==> src/rtl/prefetch_engine_pkg.sv <==
// Shared definitions for the linear-address prefetch engine: startup values,
// CS descriptor field layout, FSM state encoding and descriptor decode helpers.
package prefetch_engine_pkg;

   localparam logic [31:0] STARTUP_PREFETCH_LINEAR = 32'hFFFF_FFF0;
   localparam logic [32:0] STARTUP_PREFETCH_LIMIT  = 33'd16;

   // Descriptor field offsets
   localparam int DESC_BIT_G         = 55;
   localparam int DESC_BASE_HI_MSB   = 63;
   localparam int DESC_BASE_HI_LSB   = 56;
   localparam int DESC_BASE_LO_MSB   = 39;
   localparam int DESC_BASE_LO_LSB   = 16;
   localparam int DESC_LIMIT_HI_MSB  = 51;
   localparam int DESC_LIMIT_HI_LSB  = 48;
   localparam int DESC_LIMIT_LO_MSB  = 15;
   localparam int DESC_LIMIT_LO_LSB  = 0;

   typedef enum logic [1:0] {
      PF_IDLE  = 2'd0,
      PF_ISSUE = 2'd1,
      PF_WAIT  = 2'd2
   } pf_state_t;

   // Segment base as assembled from the split descriptor fields
   function automatic logic [31:0] desc_base(input logic [63:0] desc);
      return {desc[DESC_BASE_HI_MSB:DESC_BASE_HI_LSB],
              desc[DESC_BASE_LO_MSB:DESC_BASE_LO_LSB]};
   endfunction

   // Byte-granular segment limit; G scales the 20-bit field to 4 KB units
   function automatic logic [31:0] desc_limit(input logic [63:0] desc);
      logic [19:0] field;
      field = {desc[DESC_LIMIT_HI_MSB:DESC_LIMIT_HI_LSB],
               desc[DESC_LIMIT_LO_MSB:DESC_LIMIT_LO_LSB]};
      if (desc[DESC_BIT_G]) begin
         return {field, 12'hFFF};
      end else begin
         return {12'h000, field};
      end
   endfunction

endpackage

==> src/rtl/prefetch_len_clamp.sv <==
// Combinational request-length clamp: the smallest of the burst size, the
// bytes left to the segment limit, the free FIFO space and (optionally) the
// distance to the next 4 KB linear page boundary.
module prefetch_len_clamp #(
   parameter int MAX_LEN    = 16,
   parameter int LEN_W      = 7,
   parameter int FREE_W     = 6,
   parameter int SPLIT_PAGE = 1
) (
   input  logic [32:0]       limit,
   input  logic [FREE_W-1:0] fifo_free,
   input  logic [11:0]       page_offset,
   output logic [LEN_W-1:0]  len
);

   logic [32:0] page_dist_s;
   logic [32:0] free_s;
   logic [32:0] min_s;

   // Running minimum in a 33-bit domain so no operand is truncated early
   always_comb begin
      page_dist_s = 33'd4096 - {21'd0, page_offset};
      free_s      = {{(33-FREE_W){1'b0}}, fifo_free};
      min_s       = 33'(MAX_LEN);
      min_s       = (limit  < min_s) ? limit  : min_s;
      min_s       = (free_s < min_s) ? free_s : min_s;
      min_s       = ((SPLIT_PAGE != 0) && (page_dist_s < min_s)) ? page_dist_s : min_s;
      len         = LEN_W'(min_s);
   end

endmodule

==> src/rtl/prefetch_engine.sv <==
// Linear-address prefetch engine: tracks the CS-relative fetch pointer and the
// bytes left to the segment limit, issues one clamped fetch request at a time
// to the TLB and drops responses that belong to a flushed stream.
module prefetch_engine
   import prefetch_engine_pkg::*;
#(
   parameter int          MAX_LEN        = 16,
   parameter int          LEN_W          = 7,
   parameter int          FREE_W         = 6,
   parameter int          SPLIT_PAGE     = 1,
   parameter logic [31:0] STARTUP_LINEAR = STARTUP_PREFETCH_LINEAR,
   parameter logic [32:0] STARTUP_LIMIT  = STARTUP_PREFETCH_LIMIT
) (
   input  logic              clk,
   input  logic              rst,
   input  logic              pr_reset,
   input  logic [1:0]        prefetch_cpl,
   input  logic [31:0]       prefetch_eip,
   input  logic [63:0]       cs_cache,
   input  logic [FREE_W-1:0] fifo_free,
   output logic              req_valid,
   input  logic              req_ready,
   output logic [31:0]       req_address,
   output logic [LEN_W-1:0]  req_length,
   output logic              req_su,
   input  logic              rsp_valid,
   input  logic [LEN_W-1:0]  rsp_length,
   output logic              rsp_keep,
   output logic              limit_signal_do
);

   pf_state_t        state_r;
   pf_state_t        state_nxt_s;
   logic [31:0]      linear_r;
   logic [32:0]      limit_r;
   logic [LEN_W-1:0] sent_len_r;
   logic             discard_r;
   logic             signaled_r;

   logic [31:0]      cs_base_s;
   logic [31:0]      cs_limit_s;
   logic [31:0]      reload_linear_s;
   logic [32:0]      reload_limit_s;
   logic [LEN_W-1:0] len_s;
   logic [LEN_W-1:0] rsp_step_s;

   prefetch_len_clamp #(
      .MAX_LEN    (MAX_LEN),
      .LEN_W      (LEN_W),
      .FREE_W     (FREE_W),
      .SPLIT_PAGE (SPLIT_PAGE)
   ) u_len_clamp (
      .limit       (limit_r),
      .fifo_free   (fifo_free),
      .page_offset (linear_r[11:0]),
      .len         (len_s)
   );

   // Reload values from the CS cache/EIP and the progress made by a response
   always_comb begin
      cs_base_s       = desc_base(cs_cache);
      cs_limit_s      = desc_limit(cs_cache);
      reload_linear_s = cs_base_s + prefetch_eip;
      // Limit is inclusive, so limit=FFFF_FFFF with eip=0 leaves 2^32 bytes
      if (cs_limit_s >= prefetch_eip) begin
         reload_limit_s = {1'b0, cs_limit_s} - {1'b0, prefetch_eip} + 33'd1;
      end else begin
         reload_limit_s = 33'd0;
      end
      // A TLB reporting more than was asked for only advances by the request
      rsp_step_s = (rsp_length < sent_len_r) ? rsp_length : sent_len_r;
   end

   // Next-state decode; a flush in WAIT keeps waiting for the stale response
   always_comb begin
      state_nxt_s = state_r;
      case (state_r)
         PF_IDLE: begin
            if (pr_reset) begin
               state_nxt_s = PF_IDLE;
            end else if ((limit_r != 33'd0) && (len_s != '0)) begin
               state_nxt_s = PF_ISSUE;
            end else begin
               state_nxt_s = PF_IDLE;
            end
         end
         PF_ISSUE: begin
            if (req_ready) begin
               state_nxt_s = PF_WAIT;
            end else if (pr_reset) begin
               state_nxt_s = PF_IDLE;
            end else begin
               state_nxt_s = PF_ISSUE;
            end
         end
         PF_WAIT: begin
            if (rsp_valid) begin
               state_nxt_s = PF_IDLE;
            end else begin
               state_nxt_s = PF_WAIT;
            end
         end
         default: begin
            state_nxt_s = PF_IDLE;
         end
      endcase
   end

   // Output decode; address/length read as zero whenever no request is offered
   always_comb begin
      req_valid       = (state_r == PF_ISSUE);
      req_address     = req_valid ? linear_r : 32'd0;
      req_length      = req_valid ? sent_len_r : '0;
      req_su          = (prefetch_cpl == 2'd3);
      // A response coinciding with a flush belongs to the old stream
      rsp_keep        = rsp_valid && (state_r == PF_WAIT) && !discard_r && !pr_reset;
      limit_signal_do = (limit_r == 33'd0) && !signaled_r && (state_r == PF_IDLE) && !pr_reset;
   end

   // State, pointer, limit, pending length and flush bookkeeping registers
   always_ff @(posedge clk) begin
      if (rst) begin
         state_r    <= PF_IDLE;
         linear_r   <= STARTUP_LINEAR;
         limit_r    <= STARTUP_LIMIT;
         sent_len_r <= '0;
         discard_r  <= 1'b0;
         signaled_r <= 1'b0;
      end else begin
         state_r <= state_nxt_s;

         // Freeze the length on ISSUE entry so later fifo_free moves are ignored
         if ((state_r == PF_IDLE) && (state_nxt_s == PF_ISSUE)) begin
            sent_len_r <= len_s;
         end

         if (pr_reset) begin
            linear_r <= reload_linear_s;
            limit_r  <= reload_limit_s;
         end else if ((state_r == PF_WAIT) && rsp_valid && !discard_r) begin
            linear_r <= linear_r + 32'(rsp_step_s);
            limit_r  <= limit_r - 33'(rsp_step_s);
         end

         // Mark the in-flight request stale when a flush overtakes it
         if ((state_r == PF_WAIT) && pr_reset && !rsp_valid) begin
            discard_r <= 1'b1;
         end else if ((state_r == PF_ISSUE) && pr_reset && req_ready) begin
            discard_r <= 1'b1;
         end else if ((state_r == PF_WAIT) && rsp_valid) begin
            discard_r <= 1'b0;
         end

         if (pr_reset) begin
            signaled_r <= 1'b0;
         end else if (limit_signal_do) begin
            signaled_r <= 1'b1;
         end
      end
   end

endmodule

==> config.mk <==
export PLATFORM = sky130hd
export DESIGN_NAME = prefetch_engine
export DESIGN_NICKNAME = d
export VERILOG_FILES = /design/src/rtl/prefetch_engine_pkg.sv /design/src/rtl/prefetch_len_clamp.sv /design/src/rtl/prefetch_engine.sv
export SDC_FILE = /design/constraint.sdc
export NUM_CORES = 1
export LEC_CHECK = 0
export BUFFER_PORTS_ARGS = -buffer_cell sky130_fd_sc_hd__buf_4
export CAP_MARGIN = 20
export CORE_MARGIN = 8
export CORE_UTILIZATION = 64
export CTS_CLUSTER_SIZE = 24
export DETAILED_ROUTE_END_ITERATION = 10
export PLACE_DENSITY_LB_ADDON = 0.3
export SLEW_MARGIN = 10
export SYNTH_ARGS = -nofsm -noshare
export SYNTH_HDL_FRONTEND = slang
export SYNTH_SLANG_ARGS = --single-unit
==> constraint.sdc <==
create_clock -name clk -period 7.7 [get_ports clk]
set_clock_uncertainty 0.05 [all_clocks]
set_input_delay 0.385 -clock clk [delete_from_list [all_inputs] [get_ports clk]]
set_output_delay 0.385 -clock clk [all_outputs]
set_load 0.01 [all_outputs]
==> reports/summary.txt, run 1 <==
WP data arrival: 6.38 ns
Die Height: 143 um
initial drt markers: 1169
relative slew slack: 0.383
HP Start: req_ready
number of port buffers: 147
Final Slew Violations: 0
area grow syn2layout: 15.0%
startpoint of the lowest-slack register-to-register path: limit_r[9]$_SDFFE_PP0P_
asr flop ratio synth: 0
IR Drop Worst-Case VDD: 95.1 uV
Max FO, Critical Path: 16
width of the die: 143 um
count of TritonRoute iterations in the first routing pass: 7
Fmax: 162 MHz
most frequent cells after synthesis: sky130_fd_sc_hd__ha_1, sky130_fd_sc_hd__a21oi_1, sky130_fd_sc_hd__nand2_1, sky130_fd_sc_hd__inv_1, sky130_fd_sc_hd__nor2_1
class of the tightest hold or removal check: in -> reg
Initial Util: 0.655
TNS Setup: 0 ns
final worst path period share: 0.803
cell type group with the largest total delay on the critical path: simple AND/OR/NAND/NOR gates
vias per cell: 6.42
most frequent cell after synthesis: sky130_fd_sc_hd__ha_1
detailed-placement wirelength estimate: 26800 um
Max-cap violations: 0
TritonCTS Buffers: 9
Final Non-Filler Cells: 1719
Critical Path Source Type: flop
transition time of the tightest slew-check pin: 0.924 ns
Critical Path Most Common Cell: sky130_fd_sc_hd__a21o_1
count of flip-flops with a built-in enable after synthesis: 0
DRC errors left: 0
fraction of the yosys area taken by sequential cells: 0.146
worst-path cell chain: or2_1 -> nor4_1 -> nand3_1 -> nor2b_1 -> nand2_1 -> ha_1 -> a21o_1 -> a21oi_1 -> o21bai_1 -> a221oi_2 -> nand2_1 -> o21a_1 -> ha_1 -> a21o_1 -> a21o_1 -> a21oi_1 -> o21ai_0 -> nor3_1 -> a211o_2 -> and4bb_1 -> or4_1 -> o31ai_1
unrepaired setup endpoints after global routing: no
residual overflow from global routing: 0
Top Ports: 159
Critical-path top delay cell: sky130_fd_sc_hd__a221oi_2
area of the die: 20600 um^2
Filler cells: 1278
maximum single-stage delay on the critical path: 0.65 ns
total setup buffers inserted after CTS: 0
clock latency on the worst-skew pair: 0.34 ns
cell type with the largest total area after synthesis: sky130_fd_sc_hd__ha_1
number of buffers between clock root and the deepest sink: 2
combined flip-flop and latch cell area: 1520 um^2
placer's final routability congestion estimate: 0.964
post-synthesis average cell area: 7.56 um^2
first-pass GRT wire length: 52200 um
Yosys warning count: 0
pin count of the biggest net entering global routing: 64
clock-pin slew reported for the worst setup and hold paths after clock tree synthesis: 0.06 ns
synthesized area: 10400 um^2
Top FF cell, synth: sky130_fd_sc_hd__dfxtp_1
drt wl/cell: 19.3 um
minimum clock period: 6.18 ns
Final Power: 1.97 mW
Yosys reg bits: 76
# rows: 46
count of endpoints failing hold in the final timing report: 0
H-tree lvl count: 3
Netlist cell types: 85
setup slack, reg-to-reg: 1.52 ns
status: completed
Pwr per Cell Area: 164 nW/um^2
hold buffer count at CTS: 0
area occupied by multi-input gates: 8320 um^2
clock tree from TritonCTS: yes
TritonCTS sink count: 76
number of antenna cells inserted: 0
DR vias: 11000
post-synth top area share: 0.161
GRT Total Usage: 0.315
master cell of the clock root buffer: sky130_fd_sc_hd__clkbuf_16
total detailed-routing wirelength: 33200 um
Leakage: 5.45 nW
CP bufs+invs: 0
CP Capture Type: flop
antenna-violating nets left: 0
data required time at the worst endpoint: 7.90 ns
number of instances in the synthesized netlist: 1376
total core area: 15900 um^2
top cells by area in the synthesized netlist: sky130_fd_sc_hd__ha_1, sky130_fd_sc_hd__dfxtp_1, sky130_fd_sc_hd__a21oi_1
final-stage net count: 1768
antenna violations before repair: 0
placed instance count: 1704
crit path kind: reg -> reg
share of final-layout standard cells stronger than drive strength 1: 0.150
post-cts resize count: 0
via count of the first global-routing pass: 10400
Setup crit start: limit_r[9]$_SDFFE_PP0P_
setup violators final: 0
==> layout by cell type (no fill, tap or decap), types with 31 or more instances in the layout <==
master,n
sky130_fd_sc_hd__ha_1,134
sky130_fd_sc_hd__xor2_1,32
sky130_fd_sc_hd__dfxtp_1,76
sky130_fd_sc_hd__inv_1,107
sky130_fd_sc_hd__and2_1,51
sky130_fd_sc_hd__nor2_1,84
sky130_fd_sc_hd__o21ai_0,65
sky130_fd_sc_hd__buf_4,153
sky130_fd_sc_hd__nor3_1,44
sky130_fd_sc_hd__a21o_1,31
sky130_fd_sc_hd__nand3_1,32
sky130_fd_sc_hd__a21oi_1,115
sky130_fd_sc_hd__nand2_1,111
sky130_fd_sc_hd__xnor2_1,61
==> metal layers <==
metal  up-vias  part of all wire  global-route usage
met4         0             0.038               0.134
li1       5229                 -                   -
met3        80             0.092              0.0418
met5         -                 0                   0
met1      5128              0.42               0.404
met2       592              0.45               0.520
==> flip-flops by register name, summed over array words and instances (netlist names) <==
signal	flops
limit_r	33
linear_r	32
sent_len_r	7
state_r	2
discard_r	1
signaled_r	1
==> power breakdown <==
group	switching (mW)	total [mW]	internal (mW)
combinational	0.610	1.06	0.448
clock	0.173	0.422	0.249
sequential	0.0527	0.486	0.433
total	0.836	1.97	1.13
==> path summary, 6_finish.rpt <==
path,depth (start not counted),to
min reg2reg,2,limit_r[17]$_SDFFE_PP0P_
max,22,sent_len_r[3]$_SDFFE_PP0P_
max reg2reg,22,sent_len_r[3]$_SDFFE_PP0P_
min,3,state_r[1]$_SDFF_PP0_
==> per-stage QoR <==
| step | util | hold slack, ns | cell area [um^2] | worst slack, ns |
|---|---|---|---|---|
| 6_report | 0.753 | 0.304 | 12000 | 1.52 |
| 5_1_grt | 0.753 | 0.335 | 12000 | 1.17 |
| 4_1_cts | 0.752 | 0.300 | 11900 | 1.60 |
| 3_5_place_dp | 0.734 | 0.411 | 11700 | 1.64 |
| 3_3_place_gp | 0.734 | 0.405 | 11700 | 1.79 |
| 2_1_floorplan | - | 0.389 | 10400 | 2.75 |
==> cell families (layout without fill, tap and decap cells) <==
kind of cell | after synthesis | in the layout | synth area share
adders and majority gates | 153 | 153 | 0.198
and+or+nand+nor | 485 | 485 | 0.246
buffers and inverters | 156 | 276 | 0.0572
AOI/OAI and AO/OA | 382 | 382 | 0.243
muxes | 30 | 30 | 0.0306
DFF | 76 | 76 | 0.146
xor gates and xnor gates | 93 | 93 | 0.0783
other | 1 | 8 | 0.000361
==> worst min-delay path, cell delays in order <==
cell                      delay (ns)
sky130_fd_sc_hd__buf_4          0.09
sky130_fd_sc_hd__a21oi_1        0.05
sky130_fd_sc_hd__nor2_1         0.11
==> final cells by class <==
| class | instances | area share |
|---|---|---|
| multi-input cells | 1151 | 0.696 |
| flip-flops and latches | 76 | 0.127 |
| repair buffers | 153 | 0.0961 |
| inverters | 108 | 0.0339 |
| well taps | 216 | 0.0226 |
| clock buffers | 9 | 0.0188 |
| clock inverters | 6 | 0.00555 |
(Power assumes the default switching activity.)
==> inputs of run 2 (changes only) <==
--- a/config.mk
+++ b/config.mk
@@ -8,7 +8,7 @@
 export BUFFER_PORTS_ARGS = -buffer_cell sky130_fd_sc_hd__buf_4
 export CAP_MARGIN = 20
 export CORE_MARGIN = 8
-export CORE_UTILIZATION = 64
+export CORE_UTILIZATION = 60
 export CTS_CLUSTER_SIZE = 24
 export DETAILED_ROUTE_END_ITERATION = 10
 export PLACE_DENSITY_LB_ADDON = 0.3
==> constraint.sdc (replaced) <==
create_clock -name clk -period 6.4 [get_ports clk]
set_clock_uncertainty 0.05 [all_clocks]
set_input_delay 0.32 -clock clk [delete_from_list [all_inputs] [get_ports clk]]
set_output_delay 0.32 -clock clk [all_outputs]
set_load 0.01 [all_outputs]
==> run 2 against run 1 <==
  * Final cell count rose by 0.64%
  * Combinational power rose by 21%
  * Sequential power rose by 20%
  * Clock power rose by 26%
  * Via count fell by 1.4%
  * Utilization fell by 5.1 points
  * Hold slack got worse by 0.066 ns
  * Global-route usage fell by 2.3 points
  * Fmax rose by 3.1%
  * Non-clock buffer count rose by 1
  * Sequential share of layout area fell by 0.054 points
  * Flip-flop and latch count did not move
==> reports/summary.txt, run 2 (synthesized netlist as in run 1, its figures left out) <==
Max FO, Critical Path: 16 (unchanged)
relative slew slack: 0.388 (+0.00556)
count of endpoints failing hold in the final timing report: 0 (unchanged)
worst-path cell chain: or2_2 -> nor4_1 -> nand3_1 -> nor2b_2 -> nand2_1 -> ha_1 -> a21o_1 -> a21oi_1 -> o21bai_1 -> a221oi_4 -> nand2_1 -> o21a_1 -> ha_1 -> a21o_1 -> a21o_1 -> a21oi_1 -> o21ai_0 -> nor3_1 -> a211o_2 -> and4bb_1 -> or4_1 -> o31ai_1
post-detailed-placement cell area: 11700 um^2 (about the same)
TNS Setup: 0 ns (unchanged)
CP Capture Type: flop
Reg with most FFs: limit_r
largest registers in the final layout: limit_r: 33 flops, linear_r: 32 flops, sent_len_r: 7 flops
clock-pin slew reported for the worst setup and hold paths after clock tree synthesis: 0.07 ns (about the same)
area of the die: 21800 um^2 (+5.9%)
CP bufs+invs: 0 (unchanged)
antenna violations before repair: 0 (unchanged)
drt wl/cell: 19.1 um (-0.96%)
commonest non-fill, non-tap cell in the layout: sky130_fd_sc_hd__buf_4
max reg flops: 33 (unchanged)
most used cells in the layout excluding fill and tap cells: sky130_fd_sc_hd__buf_4, sky130_fd_sc_hd__ha_1, sky130_fd_sc_hd__a21oi_1, sky130_fd_sc_hd__nand2_1, sky130_fd_sc_hd__inv_1
transition time of the tightest slew-check pin: 0.914 ns (-0.00949 ns)
vias per cell: 6.29 (-2.0%)
residual overflow from global routing: 0 (unchanged)
Final Non-Filler Cells: 1730 (+0.64%)
maximum single-stage delay on the critical path: 0.53 ns (-0.12 ns)
initial drt markers: 1031 (-12%)
Critical Path Source Type: flop
DRC errors left: 0 (unchanged)
Leakage: 5.47 nW (+0.47%)
Critical-path top delay cell: sky130_fd_sc_hd__a221oi_4
clock latency on the worst-skew pair: 0.34 ns (about the same)
via count of the first global-routing pass: 10300 (-0.98%)
final worst path period share: 0.937 (+0.134)
# rows: 48 (+4.3%)
width of the die: 148 um (+2.9%)
H-tree lvl count: 3 (unchanged)
number of port buffers: 147 (unchanged)
number of antenna cells inserted: 0 (unchanged)
utilization after layout: 0.701 (-0.0511)
GRT Total Usage: 0.292 (-0.0228)
first-pass GRT wire length: 52000 um (-0.30%)
Max-cap violations: 0 (unchanged)
IR Drop Worst-Case VDD: 121 uV (+27%)
area occupied by multi-input gates: 8330 um^2 (+0.11%)
crit path kind: reg -> reg
Top Ports: 159 (unchanged)
Initial Util: 0.608 (-0.0471)
placed instance count: 1713 (+0.53%)
least setup slack across all paths after layout: 0.403 ns (-1.12 ns)
unrepaired setup endpoints after global routing: no
Fmax: 167 MHz (+3.1%)
combined flip-flop and latch cell area: 1520 um^2 (unchanged)
total detailed-routing wirelength: 33100 um (-0.33%)
Pwr per Cell Area: 199 nW/um^2 (+21%)
WP data arrival: 6.20 ns (-0.18 ns)
final-stage net count: 1769 (+0.057%)
master cell of the clock root buffer: sky130_fd_sc_hd__clkbuf_16
count of TritonRoute iterations in the first routing pass: 6 (-1)
Die Height: 148 um (+2.9%)
class of the tightest hold or removal check: in -> reg
pre-CTS setup slack: 0.344 ns (-1.29 ns)
placer's final routability congestion estimate: 1.02 (+5.8%)
total setup buffers inserted after CTS: 0 (unchanged)
share of final-layout standard cells stronger than drive strength 1: 0.152 (+0.00179)
DR vias: 10900 (-1.4%)
cell type group with the largest total delay on the critical path: simple AND/OR/NAND/NOR gates
status: completed
area grow syn2layout: 15.4%
hold buffer count at CTS: 0 (unchanged)
total core area: 17100 um^2 (+7.8%)
TritonCTS Buffers: 9 (unchanged)
minimum clock period: 6.00 ns (-0.185 ns)
post-route standard cell area excluding fillers: 12000 um^2 (+0.43%)
setup violators final: 0 (unchanged)
antenna-violating nets left: 0 (unchanged)
Filler cells: 1436 (+12%)
data required time at the worst endpoint: 6.60 ns (-1.30 ns)
Critical Path Most Common Cell: sky130_fd_sc_hd__a21o_1
TritonCTS sink count: 76 (unchanged)
number of buffers between clock root and the deepest sink: 2 (unchanged)
pin count of the biggest net entering global routing: 67 (+4.7%)
clock tree from TritonCTS: yes
Final Slew Violations: 0 (unchanged)
detailed-placement wirelength estimate: 26900 um (+0.28%)
-- run 2: power breakdown --
group / switching (mW) / internal, mW / leakage (nW)
sequential: 0.0619 / 0.521 / 0.625
clock: 0.224 / 0.308 / 0.151
combinational: 0.735 / 0.542 / 4.70
-- run 2: repair_timing --
item	CTS	global route
resized for setup	0	2
hold endpoints to repair	0	0
endpoints found under the setup margin	0	5
-- run 2: final timing paths --
kind,from,to,slack (ns),depth (start not counted)
setup / recovery,limit_r[10]$_SDFFE_PP0P_,sent_len_r[3]$_SDFFE_PP0P_,0.40,22
setup reg to reg,limit_r[10]$_SDFFE_PP0P_,sent_len_r[3]$_SDFFE_PP0P_,0.40,22
hold reg to reg,limit_r[17]$_SDFFE_PP0P_,limit_r[17]$_SDFFE_PP0P_,0.43,2
hold / removal,req_ready,state_r[1]$_SDFF_PP0_,0.24,3
-- run 2: worst reg2reg max path, delay by kind of cell (launching register included) --
family,cells,cell delay [ns]
and+or+nand+nor,9,2.59
DFF,1,0.34
AOI/OAI and AO/OA,11,2.29
adders and majority gates,2,0.63
-- run 2: per-stage QoR --
step | total power, mW | hold WS (ns)
2_1_floorplan | 1.47 | 0.389
3_3_place_gp | 1.80 | 0.399
3_5_place_dp | 1.83 | 0.419
4_1_cts | 2.36 | 0.231
5_1_grt | 2.54 | 0.247
6_report | 2.39 | 0.238
-- run 2: layout make-up --
| class | count | share of cell area |
|---|---|---|
| Multi-Input combinational cell | 1151 | 0.693 |
| Sequential cell | 76 | 0.127 |
| Timing Repair Buffer | 154 | 0.0969 |
| Inverter | 108 | 0.0338 |
| Tap cell | 225 | 0.0234 |
| Clock buffer | 9 | 0.0188 |
| Clock inverter | 7 | 0.00688 |
-- run 2: routing by layer --
metal | global-route usage | vias to the layer above | wire length (um)
li1 | - | 5223 | -
met5 | 0 | - | 0
met4 | 0.121 | 0 | 1200
met1 | 0.388 | 5045 | 14100
met3 | 0.0544 | 70 | 3210
met2 | 0.457 | 536 | 14600
==> inputs of run 3 (changes only) <==
--- a/config.mk
+++ b/config.mk
@@ -12,6 +12,7 @@
 export CTS_CLUSTER_SIZE = 24
 export DETAILED_ROUTE_END_ITERATION = 10
 export PLACE_DENSITY_LB_ADDON = 0.3
+export RECOVER_POWER = 25
 export SLEW_MARGIN = 10
 export SYNTH_ARGS = -nofsm -noshare
 export SYNTH_HDL_FRONTEND = slang
==> run 3 against run 2 <==
  * Sequential power is essentially flat
  * Sequential share of layout area rose by 0.054 points
  * First-iteration DRC count down 0.78%
  * Die area is the same
  * Utilization shrank 0.30 points
  * Routed wire length is 0.26% higher
  * Hold slack lost 0.0015 ns
  * Cell area shrank 0.43%
  * Count of clock-buffer cells in the layout stayed put
  * Flip-flop and latch count did not move
  * Critical endpoint unchanged
  * Largest power group unchanged
==> reports/summary.txt, run 3 (synthesized netlist as in run 1, its figures left out) <==
maximum single-stage delay on the critical path: 0.55 ns (+0.02 ns)
TritonCTS sink count: 76 (unchanged)
startpoint of the lowest-slack register-to-register path: limit_r[10]$_SDFFE_PP0P_
detailed-placement wirelength estimate: 26900 um (unchanged)
class of the tightest hold or removal check: in -> reg
HP Start: req_ready
hold buffer count at CTS: 0 (unchanged)
Max-cap violations: 0 (unchanged)
final worst path period share: 0.947 (+0.0101)
area of the die: 21800 um^2 (unchanged)
Reg with most FFs: limit_r
clock tree from TritonCTS: yes
width of the die: 148 um (unchanged)
TNS Setup: 0 ns (unchanged)
antenna violations before repair: 0 (unchanged)
cell depth of the worst hold path: 3 (unchanged)
count of TritonRoute iterations in the first routing pass: 5 (-1)
Critical Path Most Common Cell: sky130_fd_sc_hd__a21o_1
total core area: 17100 um^2 (unchanged)
clock-pin slew reported for the worst setup and hold paths after clock tree synthesis: 0.07 ns (about the same)
GRT Total Usage: 0.292 (unchanged)
first-pass GRT wire length: 52000 um (unchanged)
master cell of the clock root buffer: sky130_fd_sc_hd__clkbuf_16
Fmax: 165 MHz (-1.1%)
total setup buffers inserted after CTS: 0 (unchanged)
final-stage net count: 1769 (unchanged)
CP Capture Type: flop
via count of the first global-routing pass: 10300 (unchanged)
worst-path cell chain: or2_2 -> nor4_1 -> nand3_1 -> nor2b_2 -> nand2_1 -> ha_1 -> a21o_1 -> a21oi_1 -> o21bai_1 -> a221oi_4 -> nand2_1 -> o21a_1 -> ha_1 -> a21o_1 -> a21o_1 -> a21oi_1 -> o21ai_0 -> nor3_1 -> a211o_2 -> and4bb_1 -> or4_1 -> o31ai_1
vias per cell: 6.32 (+0.51%)
Leakage: 5.41 nW (-1.1%)
post-cts resize count: 0 (unchanged)
r2r endpoint: sent_len_r[3]$_SDFFE_PP0P_
data required time at the worst endpoint: 6.60 ns (about the same)
IR Drop Worst-Case VDD: 122 uV (+0.73%)
Final Slew Violations: 0 (unchanged)
Pwr per Cell Area: 200 nW/um^2 (+0.19%)
clock latency on the worst-skew pair: 0.34 ns (about the same)
number of port buffers: 147 (unchanged)
utilization after layout: 0.698 (-0.00300)
unrepaired setup endpoints after global routing: no
residual overflow from global routing: 0 (unchanged)
# rows: 48 (unchanged)
transition time of the tightest slew-check pin: 0.952 ns (+0.0379 ns)
pin count of the biggest net entering global routing: 67 (unchanged)
DR vias: 10900 (+0.51%)
placer's final routability congestion estimate: 1.02 (unchanged)
CP bufs+invs: 0 (unchanged)
Die Height: 148 um (unchanged)
setup violators final: 0 (unchanged)
largest registers in the final layout: limit_r: 33 flops, linear_r: 32 flops, sent_len_r: 7 flops
max reg flops: 33 (unchanged)
number of antenna cells inserted: 0 (unchanged)
cell type group with the largest total delay on the critical path: simple AND/OR/NAND/NOR gates
antenna-violating nets left: 0 (unchanged)
Critical Path Source Type: flop
minimum clock period: 6.06 ns (+0.0645 ns)
status: completed
setup slack, reg-to-reg: 0.34 ns (-0.06 ns)
crit path kind: reg -> reg
initial drt markers: 1023 (-0.78%)
Critical-path top delay cell: sky130_fd_sc_hd__nor4_1
H-tree lvl count: 3 (unchanged)
commonest non-fill, non-tap cell in the layout: sky130_fd_sc_hd__buf_4
Initial Util: 0.608 (unchanged)
DRC errors left: 0 (unchanged)
drt wl/cell: 19.2 um (+0.26%)
Reg2Reg Depth: 22 (unchanged)
most used cells in the layout excluding fill and tap cells: sky130_fd_sc_hd__buf_4, sky130_fd_sc_hd__ha_1, sky130_fd_sc_hd__a21oi_1, sky130_fd_sc_hd__nand2_1, sky130_fd_sc_hd__inv_1
WP data arrival: 6.27 ns (+0.07 ns)
worst hold path endpoint: state_r[1]$_SDFF_PP0_
TritonCTS Buffers: 9 (unchanged)
share of final-layout standard cells stronger than drive strength 1: 0.144 (-0.00864)
count of endpoints failing hold in the final timing report: 0 (unchanged)
total detailed-routing wirelength: 33200 um (+0.26%)
Max FO, Critical Path: 16 (unchanged)
number of buffers between clock root and the deepest sink: 2 (unchanged)
Top Ports: 159 (unchanged)
relative slew slack: 0.364 (-0.0243)
area grow syn2layout: 15.0%
## run 3: power by group
part	internal [mW]	total (mW)	leakage (nW)	switching (mW)
logic	0.535	1.27	4.63	0.736
registers	0.521	0.583	0.625	0.0619
clock network	0.308	0.533	0.151	0.225
## run 3: per-layer routing
metal  vias to the layer above  GRT usage  wire length [um]
li1                       5226          -                 -
met1                      5064      0.388             14200
met2                       557      0.457             14600
met3                        82     0.0544              3120
met4                         0      0.121              1280
met5                         -          0                 0
## run 3: worst reg2reg max path, stage by stage, from the launching register on
cell	delay [ns]
sky130_fd_sc_hd__dfxtp_1	0.34
sky130_fd_sc_hd__or2_2	0.31
sky130_fd_sc_hd__nor4_1	0.55
sky130_fd_sc_hd__nand3_1	0.29
sky130_fd_sc_hd__nor2b_2	0.34
sky130_fd_sc_hd__nand2_1	0.15
sky130_fd_sc_hd__ha_1	0.34
sky130_fd_sc_hd__a21o_1	0.17
sky130_fd_sc_hd__a21oi_1	0.22
sky130_fd_sc_hd__o21bai_1	0.16
sky130_fd_sc_hd__a221oi_4	0.53
sky130_fd_sc_hd__nand2_1	0.11
sky130_fd_sc_hd__o21a_1	0.14
sky130_fd_sc_hd__ha_1	0.30
sky130_fd_sc_hd__a21o_1	0.12
sky130_fd_sc_hd__a21o_1	0.11
sky130_fd_sc_hd__a21oi_1	0.08
sky130_fd_sc_hd__o21ai_0	0.22
sky130_fd_sc_hd__nor3_1	0.08
sky130_fd_sc_hd__a211o_2	0.48
sky130_fd_sc_hd__and4bb_1	0.32
sky130_fd_sc_hd__or4_1	0.49
sky130_fd_sc_hd__o31ai_1	0.08
## run 3: how the worst max path moves through the flow
| stage | slack [ns] | from | end | cells past startpoint |
|---|---|---|---|---|
| global route | 0.04 | limit_r[10]$_SDFFE_PP0P_ | sent_len_r[3]$_SDFFE_PP0P_ | 22 |
| floorplan | 1.45 | limit_r[14]$_SDFFE_PP0P_ | sent_len_r[3]$_SDFFE_PP0P_ | 24 |
| global placement | 0.55 | limit_r[10]$_SDFFE_PP0P_ | sent_len_r[3]$_SDFFE_PP0P_ | 22 |
| finish | 0.34 | limit_r[10]$_SDFFE_PP0P_ | sent_len_r[3]$_SDFFE_PP0P_ | 22 |
| detailed placement | 0.34 | limit_r[10]$_SDFFE_PP0P_ | sent_len_r[3]$_SDFFE_PP0P_ | 22 |
| CTS | 0.33 | limit_r[10]$_SDFFE_PP0P_ | sent_len_r[3]$_SDFFE_PP0P_ | 22 |
## run 3: area by class of cell
| class | instances | area [um^2] |
|---|---|---|
| multi-input combinational | 1151 | 8320 |
| inverter | 108 | 405 |
| fill | 1452 | 5160 |
| clock buffer | 9 | 225 |
| tap | 225 | 282 |
| clock inverter | 7 | 82.6 |
| sequential | 76 | 1520 |
| timing repair buffer | 154 | 1110 |
## run 3: per-stage QoR
step	setup slack (ns)	total power [mW]	cell area, um^2	hold slack (ns)	std cells
3_3_place_gp	0.550	1.80	11700	0.399	1713
6_report	0.339	2.39	12000	0.236	1730
3_5_place_dp	0.344	1.83	11700	0.419	1713
2_1_floorplan	1.45	1.47	10400	0.389	1383
4_1_cts	0.333	2.36	12000	0.231	1729
5_1_grt	0.0432	2.54	12000	0.247	1730
